## config.mk

```make
export PLATFORM = sky130hd
export DESIGN_NAME = uart_mmio_bridge_flat
export DESIGN_NICKNAME = d
export VERILOG_FILES = /design/src/rtl/uart_bridge_pkg.sv /design/src/rtl/uart_mmio_bridge_if.sv /design/src/rtl/uart_status_reg.sv /design/src/rtl/uart_mmio_bridge.sv /design/src/flat_wrapper.sv
export SDC_FILE = /design/constraint.sdc
export NUM_CORES = 1
export LEC_CHECK = 0
export BUFFER_PORTS_ARGS = -buffer_cell sky130_fd_sc_hd__buf_2
export CORE_MARGIN = 2
export CORE_UTILIZATION = 43
export CTS_BUF_LIST = sky130_fd_sc_hd__clkbuf_8
export CTS_CLUSTER_DIAMETER = 120
export DETAILED_ROUTE_END_ITERATION = 7
export PLACE_DENSITY = 0.83
export RECOVER_POWER = 100
export SYNTH_ARGS = -nofsm -noshare
export SYNTH_HDL_FRONTEND = slang
export SYNTH_SLANG_ARGS = --single-unit
export TNS_END_PERCENT = 1
```

## constraint.sdc

```tcl
create_clock -name clk -period 3.2 [get_ports clk]
set_input_delay 0.32 -clock clk [delete_from_list [all_inputs] [get_ports clk]]
set_output_delay 0.32 -clock clk [all_outputs]
set_load 0.03 [all_outputs]
```

## src/rtl/uart_bridge_pkg.sv

```systemverilog
// Shared definitions for the UART MMIO bridge: write-FSM states, status word
// bit positions and default address-map constants.
package uart_bridge_pkg;

  typedef enum logic [1:0] {
    IDLE    = 2'd0,
    ISSUE   = 2'd1,
    WAIT_TX = 2'd2
  } bridge_state_e;

  // Status word layout
  localparam int RXCNT_LSB  = 0;
  localparam int RXCNT_MSB  = 2;
  localparam int OVF_BIT    = 3;
  localparam int TXBUSY_BIT = 4;
  localparam int IRQEN_BIT  = 5;

  // Default address map
  localparam logic [31:0] DEFAULT_UART_BASE   = 32'h0000_FF00;
  localparam logic [3:0]  DEFAULT_STATUS_WORD = 4'hF;
  localparam int          DEFAULT_RX_SLOTS    = 6;

endpackage

```

## src/rtl/uart_mmio_bridge_if.sv

```systemverilog
// CPU data-memory port as seen by the UART MMIO bridge.
// master = CPU side, slave = bridge side.
interface uart_mmio_bridge_if;
  logic [31:0] cpu_addr;
  logic [31:0] cpu_wdata;
  logic        cpu_we;
  logic [31:0] cpu_rdata;
  logic        cpu_stall;

  modport master (
    output cpu_addr, cpu_wdata, cpu_we,
    input  cpu_rdata, cpu_stall
  );

  modport slave (
    input  cpu_addr, cpu_wdata, cpu_we,
    output cpu_rdata, cpu_stall
  );
endinterface

```

## src/rtl/uart_status_reg.sv

```systemverilog
// Status/control register of the UART bridge: saturating RX byte counter,
// sticky overflow flag, IRQ enable and the registered receive interrupt.
// Optional feature macro: UART_BRIDGE_IRQ_EN (irq and irq_en implemented);
// when undefined irq is tied low and irq_en reads 0.
module uart_status_reg
  import uart_bridge_pkg::*;
#(
  parameter int RX_SLOTS = DEFAULT_RX_SLOTS
) (
  input  logic       clk,
  input  logic       reset,
  input  logic       rx_done_i,
  input  logic       wr_i,
  input  logic       clr_cnt_i,
  input  logic       clr_ovf_i,
  input  logic       irq_en_i,
  output logic [2:0] rx_count_o,
  output logic       rx_ovf_o,
  output logic       irq_en_o,
  output logic       irq_o
);

  localparam logic [2:0] SLOTS = 3'(RX_SLOTS);

  logic [2:0] rx_count_q, rx_count_d;
  logic       rx_ovf_q,   rx_ovf_d;
  logic       irq_en_q,   irq_en_d;
  logic       irq_q,      irq_d;
  logic [2:0] cnt_base;

  // Next-state of counter, overflow flag, enable and interrupt
  always_comb begin
    // NOTE: every always_comb output gets a default first so no path leaves it
    // unassigned, which would otherwise infer a latch.
    cnt_base   = (wr_i && clr_cnt_i) ? 3'd0 : rx_count_q;
    rx_count_d = cnt_base;
    rx_ovf_d   = (wr_i && clr_ovf_i) ? 1'b0 : rx_ovf_q;
    irq_en_d   = 1'b0;
    irq_d      = 1'b0;
    if (rx_done_i) begin
      // A clear in the same cycle counts from zero, so it yields 1, not overflow
      if (cnt_base == SLOTS) rx_ovf_d   = 1'b1;
      else                   rx_count_d = cnt_base + 3'd1;
    end
`ifdef UART_BRIDGE_IRQ_EN
    irq_en_d = wr_i ? irq_en_i : irq_en_q;
    // Built from next-state so irq drops the cycle after a clearing store
    irq_d    = irq_en_d && ((rx_count_d != 3'd0) || rx_ovf_d);
`endif
  end

`ifndef UART_BRIDGE_IRQ_EN
  logic unused_irq_en_wr;
  assign unused_irq_en_wr = irq_en_i;
`endif

  // Status state registers
  always_ff @(posedge clk) begin
    // NOTE: sequential state uses non-blocking assignments so all flops
    // sample the same pre-edge values.
    if (reset) begin
      rx_count_q <= 3'd0;
      rx_ovf_q   <= 1'b0;
      irq_en_q   <= 1'b0;
      irq_q      <= 1'b0;
    end else begin
      rx_count_q <= rx_count_d;
      rx_ovf_q   <= rx_ovf_d;
      irq_en_q   <= irq_en_d;
      irq_q      <= irq_d;
    end
  end

  assign rx_count_o = rx_count_q;
  assign rx_ovf_o   = rx_ovf_q;
  assign irq_en_o   = irq_en_q;
  assign irq_o      = irq_q;

endmodule

```

## src/rtl/uart_mmio_bridge.sv

```systemverilog
// Memory-mapped front end for the UART: decodes the CPU data port, forwards
// stores to the UART as registered one-cycle pulses, stalls the CPU while the
// UART TX buffer is full, and exposes a status/control word.
// Optional feature macro: UART_BRIDGE_IRQ_EN (receive interrupt).
module uart_mmio_bridge
  import uart_bridge_pkg::*;
#(
  parameter logic [31:0] UART_BASE   = DEFAULT_UART_BASE,
  parameter int          RX_SLOTS    = DEFAULT_RX_SLOTS,
  parameter logic [3:0]  STATUS_WORD = DEFAULT_STATUS_WORD
) (
  input  logic                     clk,
  input  logic                     reset,
  uart_mmio_bridge_if.slave        cpu,
  input  logic [31:0]              mem_rdata,
  output logic                     mem_we,
  output logic [15:0]              uart_address,
  output logic [31:0]              uart_wdata,
  output logic                     uart_we,
  input  logic [31:0]              uart_rdata,
  input  logic                     uart_rx_done,
  input  logic                     uart_tx_full,
  output logic                     irq
);

  logic          sel_uart, sel_stat, store_uart, store_stat;
  bridge_state_e state_q;
  logic [15:0]   addr_q;
  logic [31:0]   data_q;
  logic          uart_we_q;
  logic [2:0]    rx_count;
  logic          rx_ovf, irq_en;
  logic [31:0]   status_word;

  assign sel_uart   = (cpu.cpu_addr[31:6] == UART_BASE[31:6]);
  assign sel_stat   = sel_uart && (cpu.cpu_addr[5:2] == STATUS_WORD);
  assign store_uart = cpu.cpu_we && sel_uart && !sel_stat;
  assign store_stat = cpu.cpu_we && sel_stat;
  assign mem_we     = cpu.cpu_we && !sel_uart;

  uart_status_reg #(.RX_SLOTS(RX_SLOTS)) u_status (
    .clk        (clk),
    .reset      (reset),
    .rx_done_i  (uart_rx_done),
    .wr_i       (store_stat),
    .clr_cnt_i  (cpu.cpu_wdata[0]),
    .clr_ovf_i  (cpu.cpu_wdata[OVF_BIT]),
    .irq_en_i   (cpu.cpu_wdata[IRQEN_BIT]),
    .rx_count_o (rx_count),
    .rx_ovf_o   (rx_ovf),
    .irq_en_o   (irq_en),
    .irq_o      (irq)
  );

  // Write FSM: capture the store, wait for TX space, then issue one pulse
  always_ff @(posedge clk) begin
    if (reset) begin
      state_q   <= IDLE;
      uart_we_q <= 1'b0;
      addr_q    <= 16'h0;
      data_q    <= 32'h0;
    end else begin
      uart_we_q <= 1'b0;
      unique case (state_q)
        IDLE: begin
          if (store_uart) begin
            addr_q <= cpu.cpu_addr[15:0];
            data_q <= cpu.cpu_wdata;
            if (uart_tx_full) begin
              state_q <= WAIT_TX;
            end else begin
              state_q   <= ISSUE;
              uart_we_q <= 1'b1;
            end
          end
        end
        WAIT_TX: begin
          if (!uart_tx_full) begin
            state_q   <= ISSUE;
            uart_we_q <= 1'b1;
          end
        end
        // The CPU still holds the same store here; it is deliberately ignored
        ISSUE:   state_q <= IDLE;
        default: state_q <= IDLE;
      endcase
    end
  end

  assign uart_we      = uart_we_q;
  assign uart_wdata   = data_q;
  assign uart_address = (state_q == IDLE) ? cpu.cpu_addr[15:0] : addr_q;
  assign cpu.cpu_stall = !reset &&
                         (((state_q == IDLE) && store_uart) || (state_q == WAIT_TX));

  // Status word assembly and CPU load-data mux
  always_comb begin
    status_word                       = 32'h0;
    status_word[RXCNT_MSB:RXCNT_LSB]  = rx_count;
    status_word[OVF_BIT]              = rx_ovf;
    status_word[TXBUSY_BIT]           = uart_tx_full;
    status_word[IRQEN_BIT]            = irq_en;
    if (sel_stat)      cpu.cpu_rdata = status_word;
    else if (sel_uart) cpu.cpu_rdata = uart_rdata;
    else               cpu.cpu_rdata = mem_rdata;
  end

endmodule

```

## src/flat_wrapper.sv

```systemverilog
// flat-port wrapper written by rule: the top's interface ports become plain ports
module uart_mmio_bridge_flat import uart_bridge_pkg::*;
#(
  parameter logic [31:0] UART_BASE   = DEFAULT_UART_BASE,
  parameter int          RX_SLOTS    = DEFAULT_RX_SLOTS,
  parameter logic [3:0]  STATUS_WORD = DEFAULT_STATUS_WORD
)
  (clk, reset, mem_rdata, mem_we, uart_address, uart_wdata, uart_we, uart_rdata, uart_rx_done, uart_tx_full, irq, cpu_cpu_addr, cpu_cpu_wdata, cpu_cpu_we, cpu_cpu_rdata, cpu_cpu_stall);
  uart_mmio_bridge_if cpu_i ();
  input  logic clk;
  input  logic reset;
  input  logic [31:0] mem_rdata;
  output logic mem_we;
  output logic [15:0] uart_address;
  output logic [31:0] uart_wdata;
  output logic uart_we;
  input  logic [31:0] uart_rdata;
  input  logic uart_rx_done;
  input  logic uart_tx_full;
  output logic irq;
  input wire logic [$bits(cpu_i.cpu_addr)-1:0] cpu_cpu_addr;
  input wire logic [$bits(cpu_i.cpu_wdata)-1:0] cpu_cpu_wdata;
  input wire logic [$bits(cpu_i.cpu_we)-1:0] cpu_cpu_we;
  output wire logic [$bits(cpu_i.cpu_rdata)-1:0] cpu_cpu_rdata;
  output wire logic [$bits(cpu_i.cpu_stall)-1:0] cpu_cpu_stall;
  assign cpu_i.cpu_addr = cpu_cpu_addr;
  assign cpu_i.cpu_wdata = cpu_cpu_wdata;
  assign cpu_i.cpu_we = cpu_cpu_we;
  assign cpu_cpu_rdata = cpu_i.cpu_rdata;
  assign cpu_cpu_stall = cpu_i.cpu_stall;
  uart_mmio_bridge #(.UART_BASE(UART_BASE), .RX_SLOTS(RX_SLOTS), .STATUS_WORD(STATUS_WORD)) u_core (.clk(clk), .reset(reset), .cpu(cpu_i), .mem_rdata(mem_rdata), .mem_we(mem_we), .uart_address(uart_address), .uart_wdata(uart_wdata), .uart_we(uart_we), .uart_rdata(uart_rdata), .uart_rx_done(uart_rx_done), .uart_tx_full(uart_tx_full), .irq(irq));
endmodule
```

==> flow_summary.ini <==
[run_status]
run_status = finished, final reports clean

[pwr]
comb_power_share_pct = 19.0
ir_worst_vdd_mv = 0.2126
powerDensity_nw_per_um2 = 349.4
net-switching-power_uw = 395.9
internal_power_mw = 1.040
power.share.sequential_pct = 48.0
power.clock.fraction_pct = 33.0
power_switching_share_pct = 27.57
total_leakage_power_nw = 1.894

[synthesis]
postSynthRegisterBits = 55
post_synthesis_sequential_area_ratio_pct = 35.43
synthesis.area_um2 = 3108
yosys.cell_types.count = 43
most_frequently_used_flop_master_after_synthesis = sky130_fd_sc_hd__dfxtp_1
average_instance_area_after_synthesis_um2 = 8.010
synth-edff-count = 0
post_synth_inst_count = 388
synth_nets = 523
yosysWarningCount = 0
postSynth.asyncResetShare_pct = 0

[critical_path]
startpoint = cpu_cpu_addr[18]
arrival_ns = 2.32
critical_path.top_delay_family = simple AND/OR/NAND/NOR gates
rr_startpoint = u_core.state_q[1]
max_stage_delay_ns = 0.57
worstSetupEndpointType = output pin
path_cells = buf_2 -> or4_1 -> nor4b_1 -> a31oi_1 -> nor3_1 -> clkbuf_1
slowest_cp_cell = sky130_fd_sc_hd__or4_1
critical_path_class = in -> out
critical_path_required_ns = 2.88
timing.critical_path.fanout_max = 3
critPathLaunchType = input pin
worstPathBufferInverterCount = 2

[drt]
drtAntennaViolNets = 0
dr_total_vias = 3398
maxUsedRoutingLayer = met4
wl_per_cell_um = 13.34
via_density = 4.968
firstDrtPassIters = 4
met1_length_um = 3449
postRouteWirelength_um = 9124
routed-wl-met3_um = 808
met2_wirelength_um = 4607
drc = 0
first_iter_violations = 85

[clocking]
clock_sinks = 55
worstSkewPairLatency_ns = 0.31
cts.repair.resized = 0
cts_post_setup_buffers_inserted = 0
cts_tree = done
clock_pin_slew_reported_for_the_worst_setup_and_hold_paths_after_clock_tree_synthesis_ns = 0.09
tritoncts.num_buffers = 5
cts-htree-levels = 2
clock_tree.root_cell = sky130_fd_sc_hd__clkbuf_8
cts_buffer_depth = 2
postCtsHoldBufs = 0

[global_route]
grtUsageTotal_pct = 21.16
grt-ovfl-total = 0
grt_max_degree = 65
grt_pass1_wl_um = 13280
antenna_found_initial = 0
grt_pass1_vias = 3075

[sta]
finClkSkew_ns = 0.01020
maxSlewHeadroom_pct = 36.16
pin_slew_with_the_least_headroom_to_its_limit_ns = 0.9576
hold_viol_final = 0
final.period_utilization_pct = 82.60
drv_slew = 0
tns_ns = 0
setup_repair_after_global_routing_missed_its_margin = no
timing.final.setup_violations = 0
fmax_mhz = 378.3
post-route-min-period_ns = 2.643

[cells_and_area]
finish.net_count = 722
final_area_um2 = 4110
layout-drive-gt1-share_pct = 28.23
antenna_cells = 0
multiInputGateArea_um2 = 1694
final.fill_count = 727
layout-area-overhead-vs-synth_pct = 32.25
fin_util_pct = 59.51
ff_latch_area_um2 = 1101
final_cell_count_no_fill = 684

[hold_path]
min_path_type = in -> reg
holdCritStartpoint = uart_tx_full

[die]
die_width_um = 89.02
die_y_um = 89.02
num_io_pins = 217
fp.coreArea_um2 = 6907
initial_core_util_pct = 45.00
fp.dieArea_um2 = 7924
std_cell_rows = 30

[place]
dpl.cell_count = 676
placement.cell_area_um2 = 4209
port_buffers = 215
place.detailed.hpwl_um = 7072
global_placement_routability_congestion = 0.7889

[run]
drv_cap = 0
[worst reg2reg max path, delay by kind of cell (launching register included)]
family,cells,cell delay (ns)
AOI/OAI and AO/OA,1,0.12
buffers and inverters,1,0.60
DFF,1,0.34
and+or+nand+nor,3,1.10
[placed cells by master (no fill, tap or decap), types with 5 or more instances in the layout]
master                       n
sky130_fd_sc_hd__a21oi_1     9
sky130_fd_sc_hd__buf_2     135
sky130_fd_sc_hd__buf_4       6
sky130_fd_sc_hd__clkbuf_1   81
sky130_fd_sc_hd__clkbuf_8    5
sky130_fd_sc_hd__dfxtp_1    55
sky130_fd_sc_hd__inv_1      13
sky130_fd_sc_hd__mux2_2      9
sky130_fd_sc_hd__mux2i_1     5
sky130_fd_sc_hd__nand2_1    70
sky130_fd_sc_hd__nand2b_1   37
sky130_fd_sc_hd__nand3b_1   38
sky130_fd_sc_hd__o21ai_0    77
[flip-flops by register name, indices dropped and copies added (netlist names)]
signal,flops
u_core.u_status.rx_count_o,3
u_core.state_q,2
u_core.u_status.rx_ovf_o,1
u_core.addr_q,16
u_core.uart_wdata,32
u_core.uart_we,1
[through the flow]
stage               worst slack, ns  total power [mW]  hold WS, ns
floorplan                    0.6320            0.8629       0.3987
global placement             0.6347            0.9843       0.4439
detailed placement           0.5233            0.9910       0.4440
CTS                          0.7101             1.468       0.2225
global route                 0.3860             1.504       0.2331
finish                       0.5568             1.436       0.2336
[power by group through the flow]
stage / registers, mW / clock network [mW] / logic, mW
after CTS: 0.690 / 0.492 / 0.286
after global routing: 0.690 / 0.514 / 0.299
after floorplan: 0.704 / 0 / 0.159
final: 0.690 / 0.474 / 0.273
after detailed placement: 0.705 / 0 / 0.286
after global placement: 0.705 / 0 / 0.279
[final cells by class]
class / count / area share (%)
repair buffers: 223 / 25.05
clock buffers: 5 / 1.674
inverters: 13 / 1.187
flip-flops and latches: 55 / 26.79
well taps: 96 / 2.922
clock inverters: 3 / 1.157
multi-input cells: 289 / 41.22
[kinds of logic after synthesis]
kind of cell	after synthesis	synth area share (%)
and+or+nand+nor	177	32.97
AOI/OAI and AO/OA	95	19.24
DFF	55	35.43
buffers and inverters	44	6.561
muxes	14	4.871
adders and majority gates	2	0.8050
other	1	0.1207
[per-layer routing]
metal | vias up | GRT usage (%)
met3 | 20 | 6.187
met5 | - | 0
met4 | 0 | 8.955
met2 | 143 | 40.37
li1 | 1716 | -
met1 | 1519 | 21.26
[synthesized netlist by cell type, types with 2 or more instances]
library cell               number  share of area [%]
sky130_fd_sc_hd__and3b_1        2               0.56
sky130_fd_sc_hd__nand2b_1      37                7.4
sky130_fd_sc_hd__o31ai_1        2               0.48
sky130_fd_sc_hd__nor2_1         4               0.48
sky130_fd_sc_hd__nand2_1       70                8.5
sky130_fd_sc_hd__o21ai_0       57                9.2
sky130_fd_sc_hd__ha_1           2               0.81
sky130_fd_sc_hd__a21oi_1        4               0.64
sky130_fd_sc_hd__o21ai_2       20                5.6
sky130_fd_sc_hd__and2_1         3               0.60
sky130_fd_sc_hd__nand4_1        4               0.81
sky130_fd_sc_hd__mux2i_1        5                1.6
sky130_fd_sc_hd__nand3b_1      38                9.2
sky130_fd_sc_hd__dfxtp_1       55                 35
sky130_fd_sc_hd__buf_4          2               0.48
sky130_fd_sc_hd__mux2_2         9                3.3
sky130_fd_sc_hd__inv_1         13                1.6
sky130_fd_sc_hd__nor4_1         3               0.60
sky130_fd_sc_hd__clkbuf_1      23                2.8
sky130_fd_sc_hd__buf_6          4                1.4
sky130_fd_sc_hd__nand3_1        2               0.32
sky130_fd_sc_hd__a22o_1         2               0.56
sky130_fd_sc_hd__a21oi_2        7                2.0
[path summary, 6_finish.rpt]
path / cells after the start / slack [ns] / end
min reg2reg: 2 / 0.45 / u_core.addr_q[13]
max reg2reg: 5 / 0.92 / u_core.uart_wdata[31]
max: 6 / 0.56 / cpu_cpu_stall
min: 2 / 0.23 / u_core.uart_we
No activity file was read; power rests on OpenSTA's default activity.
